`config.mk`:
```
export PLATFORM = sky130hd
export DESIGN_NAME = serial_add_ctrl_flat
export DESIGN_NICKNAME = d
export VERILOG_FILES = /design/src/rtl/serial_add_ctrl_if.sv /design/src/rtl/serial_add_ctrl.sv /design/src/flat_wrapper.sv
export SDC_FILE = /design/constraint.sdc
export NUM_CORES = 1
export LEC_CHECK = 0
export CORE_MARGIN = 3
export CORE_UTILIZATION = 40
export CTS_CLUSTER_SIZE = 8
export DETAILED_ROUTE_END_ITERATION = 8
export HOLD_SLACK_MARGIN = 0.02
export SKIP_CTS_REPAIR_TIMING = 1
export SLEW_MARGIN = 10
export SYNTH_ARGS = -nofsm -noshare
export SYNTH_HDL_FRONTEND = slang
export SYNTH_SLANG_ARGS = --single-unit
```
`constraint.sdc`:
```
create_clock -name clk -period 1.95 [get_ports clk]
set_input_delay 0.195 -clock clk [delete_from_list [all_inputs] [get_ports clk]]
set_output_delay 0.195 -clock clk [all_outputs]
set_load 0.03 [all_outputs]
```
`src/rtl/serial_add_ctrl_if.sv`:
```
// Start/done handshake and result bundle between the control unit and
// the bit-serial adder.
interface serial_add_ctrl_if #(
  parameter int WIDTH = 16
);
  logic             start;
  logic             op;
  logic [WIDTH-1:0] a;
  logic [WIDTH-1:0] b;
  logic             busy;
  logic             done;
  logic [WIDTH-1:0] result;
  logic             cout;
  logic             ovf;
  logic             zero;

  modport master (
    output start, op, a, b,
    input  busy, done, result, cout, ovf, zero
  );

  modport slave (
    input  start, op, a, b,
    output busy, done, result, cout, ovf, zero
  );
endinterface

```
`src/rtl/serial_add_ctrl.sv`:
```
// Bit-serial add/subtract sequencer: one shared 1-bit P/G full-adder cell,
// operands processed LSB first, one bit per clock.
module serial_add_ctrl #(
  parameter int WIDTH = 16,
  parameter int CNT_W = $clog2(WIDTH)
) (
  input logic             clk,
  input logic             rst,
  serial_add_ctrl_if.slave bus
);
  localparam logic [1:0] IDLE = 2'd0;
  localparam logic [1:0] RUN  = 2'd1;
  localparam logic [1:0] DONE = 2'd2;

  localparam logic [CNT_W-1:0] LAST = CNT_W'(WIDTH - 1);

  logic [1:0]       state;
  logic [WIDTH-1:0] sa;
  logic [WIDTH-1:0] sb;
  logic [WIDTH-1:0] sr;
  logic             carry;
  logic [CNT_W-1:0] cnt;

  logic [WIDTH-1:0] result_q;
  logic             cout_q;
  logic             ovf_q;
  logic             zero_q;

  logic             p;
  logic             g;
  logic             sum;
  logic             carry_next;
  logic [WIDTH-1:0] sr_next;

  always_comb begin
    p          = sa[0] ^ sb[0];
    g          = sa[0] & sb[0];
    sum        = p ^ carry;
    carry_next = g | (p & carry);
    sr_next    = {sum, sr[WIDTH-1:1]};
  end

  // The DONE cycle accepts a new start exactly like IDLE, giving
  // WIDTH+1 cycles per operation when start is held high.
  always_ff @(posedge clk) begin
    if (rst) begin
      state    <= IDLE;
      sa       <= '0;
      sb       <= '0;
      sr       <= '0;
      carry    <= 1'b0;
      cnt      <= '0;
      result_q <= '0;
      cout_q   <= 1'b0;
      ovf_q    <= 1'b0;
      zero_q   <= 1'b0;
    end else begin
      case (state)
        IDLE, DONE: begin
          if (bus.start) begin
            sa    <= bus.a;
            sb    <= bus.op ? ~bus.b : bus.b;
            carry <= bus.op;
            cnt   <= '0;
            state <= RUN;
          end else begin
            state <= IDLE;
          end
        end
        RUN: begin
          sa    <= sa >> 1;
          sb    <= sb >> 1;
          sr    <= sr_next;
          carry <= carry_next;
          if (cnt == LAST) begin
            // carry still holds the carry into the MSB at this step
            result_q <= sr_next;
            cout_q   <= carry_next;
            ovf_q    <= carry ^ carry_next;
            zero_q   <= (sr_next == '0);
            state    <= DONE;
          end else begin
            cnt <= cnt + CNT_W'(1);
          end
        end
        default: state <= IDLE;
      endcase
    end
  end

  assign bus.busy   = (state == RUN);
  assign bus.done   = (state == DONE);
  assign bus.result = result_q;
  assign bus.cout   = cout_q;
  assign bus.ovf    = ovf_q;
  assign bus.zero   = zero_q;
endmodule

```
`src/flat_wrapper.sv`:
```
// flat-port wrapper written by rule: the top's interface ports become plain ports
module serial_add_ctrl_flat 
#(
  parameter int WIDTH = 16,
  parameter int CNT_W = $clog2(WIDTH)
)
  (clk, rst, bus_start, bus_op, bus_a, bus_b, bus_busy, bus_done, bus_result, bus_cout, bus_ovf, bus_zero);
  serial_add_ctrl_if #(.WIDTH(WIDTH)) bus_i ();
  input logic clk;
  input logic rst;
  input wire logic [$bits(bus_i.start)-1:0] bus_start;
  input wire logic [$bits(bus_i.op)-1:0] bus_op;
  input wire logic [$bits(bus_i.a)-1:0] bus_a;
  input wire logic [$bits(bus_i.b)-1:0] bus_b;
  output wire logic [$bits(bus_i.busy)-1:0] bus_busy;
  output wire logic [$bits(bus_i.done)-1:0] bus_done;
  output wire logic [$bits(bus_i.result)-1:0] bus_result;
  output wire logic [$bits(bus_i.cout)-1:0] bus_cout;
  output wire logic [$bits(bus_i.ovf)-1:0] bus_ovf;
  output wire logic [$bits(bus_i.zero)-1:0] bus_zero;
  assign bus_i.start = bus_start;
  assign bus_i.op = bus_op;
  assign bus_i.a = bus_a;
  assign bus_i.b = bus_b;
  assign bus_busy = bus_i.busy;
  assign bus_done = bus_i.done;
  assign bus_result = bus_i.result;
  assign bus_cout = bus_i.cout;
  assign bus_ovf = bus_i.ovf;
  assign bus_zero = bus_i.zero;
  serial_add_ctrl #(.WIDTH(WIDTH), .CNT_W(CNT_W)) u_core (.clk(clk), .rst(rst), .bus(bus_i));
endmodule
```
==> After elaboration in Yosys (flattened, before gate mapping) <==
Index checks and enable logic that the tools add are counted.
{ "totals": {"regBits": 74, "out_inout_bits": 21, "elab_cells": 44, "in_bits": 36} }
{ "op_classes": {"mux": 13, "eq_ne": 6, "n_reduce_logical": 7, "add_sub_neg": 1, "bitwise": 7} }
{ "op_table": {"columns": ["op", "count"], "rows": [
  ["one-hot mux 16 bit (2 select lines)", 2],
  ["2-to-1 mux 16 bit", 3],
  ["logical NOT 16 bit", 1],
  ["inverter 16 bit", 1],
  ["2-to-1 mux 4 bit", 2],
  ["one-hot mux 4 bit (2 select lines)", 1],
  ["adder 4 x 1 -> 4 bit (second input constant)", 1],
  ["equality test 4 bit (second input constant)", 1],
  ["!= test 2 bit (second input constant)", 2],
  ["one-hot mux 2 bit (2 select lines)", 1],
  ["AND reduction 2 bit", 2],
  ["AND reduction 3 bit", 1],
  ["XOR 1 bit", 3],
  ["AND 1 bit", 2],
  ["equality test 2 x 1 -> 1 bit (second input constant)", 1],
  ["equality test 2 bit (second input constant)", 1],
  ["logical NOT 2 bit", 1],
  ["2-to-1 mux 1 bit", 2],
  ["2-to-1 mux 2 bit", 1],
  ["!= test 2 x 1 -> 1 bit (second input constant)", 1],
  ["one-hot mux 1 bit (2 select lines)", 1],
  ["nonzero test 2 bit", 1],
  ["OR reduction 2 bit", 1],
  ["bitwise OR 1 bit", 1]
]} }

==> Logic depth before layout (Yosys ltp) <==
{ "logic_depth": {"ltp_word": 4, "depth_mapped": 6, "mapped_depth_nobuf": 4} }

==> Least setup slack after synthesis <==
No wires, ideal clock.
{ "synth_path": {"path_kind": "reg-to-reg", "from": "register u_core.carry", "to": "register u_core.zero_q (netlist: u_core.bus.zero)", "period_less_slack_ns": 1.397, "path_buffers": 0, "path_stages_with_launch": 5, "path_slack_ns": 0.553, "setup_time_ns": 0.096, "required_time_ns": 1.854, "arrival_time_ns": 1.301, "path_cell_list": "dfxtp_1 fa_1 nor4_1 nand4_1 o41ai_2"} }
{ "synth_via": {"elab_chain_cells": 2} }
{ "synth_rtl": {"columns": ["item", "line", "text"], "rows": [
  ["start, declared", "serial_add_ctrl.sv:21", "logic carry;"],
  ["start signal, assigned", "serial_add_ctrl.sv:63", "carry <= bus.op;"],
  ["start signal, assigned", "serial_add_ctrl.sv:74", "carry <= carry_next;"],
  ["XOR 1 bit", "serial_add_ctrl.sv:38", "sum = p ^ carry;"],
  ["named net u_core.sum", "serial_add_ctrl.sv:31", "logic sum;"],
  ["logical NOT 16 bit", "serial_add_ctrl.sv:80", "zero_q <= (sr_next == '0);"],
  ["end signal, assigned", "serial_add_ctrl.sv:80", null],
  ["end, declared", "serial_add_ctrl.sv:27", "logic zero_q;"]
]} }
The timed path passes the listed nets, and every way through them passes these cells.
A chain may end at the register's enable or synchronous reset.

==> Final worst setup path <==
{ "layout_path": {"from": "register u_core.state[0]", "to": "output port bus_done"} }
{ "layout_via": {"elab_chain_cells": 1} }
{ "layout_rtl": {"columns": ["item", "line", "text"], "rows": [
  ["start, declared", "serial_add_ctrl.sv:17", "logic [1:0] state;"],
  ["start signal, assigned", "serial_add_ctrl.sv:47", "state <= IDLE;"],
  ["start signal, assigned", "serial_add_ctrl.sv:65", "state <= RUN;"],
  ["start signal, assigned", "serial_add_ctrl.sv:67", "state <= IDLE;"],
  ["equality test 2 bit", "serial_add_ctrl.sv:92", "assign bus.done = (state == DONE);"],
  ["end, declared", "flat_wrapper.sv:16", "output wire logic [$bits(bus_i.done)-1:0] bus_done;"]
]} }
No other way between the ends.

==> reports/results.ini <==
[run]
drv_cap=0

[critical_path]
path_max_fanout=4
criticalPathCategory=reg -> out
rr_worst_depth=4
crit_path_end_kind=primary output
startpoint_type=flip-flop
cp_data_required_time_ns=1.75
critical_path_arrival_ns=1.48

[floorplan]
io_pins=57
rows=31
initial_utilization_pct=41.9
die_x_um=93.6
dieArea_mm2=0.00876
die_h_um=93.6
core-area_mm2=0.00733

[yosys]
postSynthAreaPerCell_um2=8.55
synth_nets=397
netlist.area_leader.share_pct=47.6
synth_cell_types=29
yosysSeqAreaShare_pct=47.6
synth_compound_area_share_pct=24.7
synthTopCellsByCount=dfxtp_1, a21oi_1, nand3_1, nand2_1, a22oi_1
synth.area.top_cells=dfxtp_1, a21oi_1, nand3_1
synthAdderAreaFrac_pct=1.06
synth-edff-count=0
yosys.area_share.simple_pct=15.3
synthMuxAreaShare_pct=0
netlist_area_mm2=0.00307
yosysTopAreaCell=dfxtp_1
synth_ff_type=dfxtp_1
syn_inst=359
synthXorXnorAreaFrac_pct=4.85
yosysMostFrequentCell=dfxtp_1
synth-seq-cells=73
synth_top_family_by_area=compound AO/OA/AOI/OAI gates
async_flop_share_pct=0
yosys_warnings=0

[global_route]
grt_use_met2_pct=28.2
met3_usage_pct=4.34
grt_pass1_vias=2575
antenna_found_initial=0
grt_overflow_total=0
grt_max_degree=75
grt_busiest_layer=met2
grt_pass1_wl_mm=11.9
met1_usage_pct=20.7
grt.total_usage_pct=17.0

[cts]
clk_latency_ns=0.35
clk_pin_slew_ns=0.09
cts_buffers=9
htreeDepth=3
root_buffer=clkbuf_8
cts_tree=done
clock-sinks=73
clock_path_buffers=2

[layout]
antenna_cells=0
drive_gt1_share_pct=8.85
fin_area_mm2=0.00391
fin_util_pct=53.3
final_cells=506
syn2layout_area_growth_pct=27.3
final_nets=440
fillers=691

[sta]
slew_headroom_pct=60.2
finalSetupViolations=0
final_max_slew_viol_count=0
rsz0062_at_grt=no
worst_slew_pin_slew_ns=0.596
finalHoldViolCount=0
finalCriticalPeriod_ns=1.68
fmax_mhz=595
finalClockSkew_ns=0.0121
setup_tns_ns=0
finalWorstSetupSlack_ns=0.270
post-route-period-util_pct=86.2
holdWs_ns=0.350

[placed_design]
place_ws_ns=0.454
io_buffers=56
dp.cells=490
gp_congestion=0.763
place_hpwl_mm=4.38
placed_area_mm2=0.00370

[drt]
route.detailed.drc=0
drtIter0Drc=168
detail_route.first_pass.iterations=4
wl_per_cell_um=14.0
wirelength_mm=7.09
via_per_inst=5.46
vias=2764
drtAntennaViolNets=0

[power]
power_density_mw_per_mm2=813
p_total_mw=3.17
leakage_nw=1.33
ir_drop_mv=0.386

[hold_path]
hp-class=in -> reg
hold_depth=2

[outcome]
status=finished, final reports clean

state kept, by name, summed over array words and instances, names as in the netlist:
| signal | cells |
|---|---|
| u_core.cnt | 4 |
| u_core.bus.cout | 1 |
| u_core.carry | 1 |
| u_core.bus.zero | 1 |
| u_core.sb | 16 |
| u_core.sr | 15 |
| u_core.bus.result | 16 |
| u_core.state | 2 |
| u_core.sa | 16 |
| u_core.bus.ovf | 1 |
cell type report:
class / instances / area [µm²] / area share, %
flip-flops and latches: 73 / 1460 / 37.4
multi-input cells: 247 / 1420 / 36.2
repair buffers: 70 / 696 / 17.8
clock buffers: 9 / 124 / 3.17
well taps: 99 / 124 / 3.17
clock inverters: 7 / 81.3 / 2.08
inverters: 1 / 3.75 / 0.0961
worst paths after layout:
path	start	endpoint	slack, ns
max reg2reg	u_core.carry$_SDFFE_PP0P_	u_core.bus.zero$_SDFFE_PP0P_	0.43
min reg2reg	u_core.sb[13]$_SDFFE_PP0P_	u_core.sb[13]$_SDFFE_PP0P_	0.47
max	u_core.state[0]$_SDFFE_PP0P_	bus_done	0.27
min	rst	u_core.sr[8]$_SDFFE_PP0P_	0.35
cells in the final DEF (no fill, tap or decap):
cell / n
dfxtp_1: 73
ha_1: 1
xnor2_1: 1
bufinv_16: 1
nand2b_1: 1
clkinv_4: 5
a41oi_1: 1
or3_1: 1
o21a_1: 1
o211ai_1: 3
nand2_1: 33
a22oi_1: 31
xor2_1: 16
a311oi_1: 2
nand2b_2: 1
nor4_1: 4
nor3_1: 1
nand3_1: 52
clkbuf_8: 9
nand4_1: 1
and3_1: 1
clkdlybuf4s50_1: 54
nor2b_1: 3
o41ai_2: 1
buf_2: 1
nor2b_2: 1
a21oi_1: 69
clkinvlp_4: 1
a211oi_1: 1
buf_4: 12
o21ai_0: 20
inv_2: 1
buf_12: 3
fa_1: 1
metal layers:
layer,routed length (µm),vias to the layer above
li1,-,1376
met2,3410,57
met5,0,-
met4,119,0
met1,3290,1320
met3,279,11
cells by family (layout without fill, tap and decap cells):
group | Yosys count | after routing
adder cells (fa/ha/maj) | 2 | 2
flip-flops | 73 | 73
AO/OA/AOI/OAI | 129 | 129
XOR/XNOR | 17 | 17
AND/OR/NAND/NOR | 99 | 99
buffers and inverters | 39 | 87
worst max-delay path, stage by stage, from the launching register on:
cell and delay [ns]:
dfxtp_1 0.35, nor2b_1 0.12, clkdlybuf4s50_1 0.67
power by group:
| group | total [mW] | switching (mW) | internal (mW) |
|---|---|---|---|
| logic | 0.393 | 0.217 | 0.175 |
| registers | 1.58 | 0.0344 | 1.55 |
| clock network | 1.20 | 0.599 | 0.601 |
Note: power is estimated with default switching activity, not from simulation.
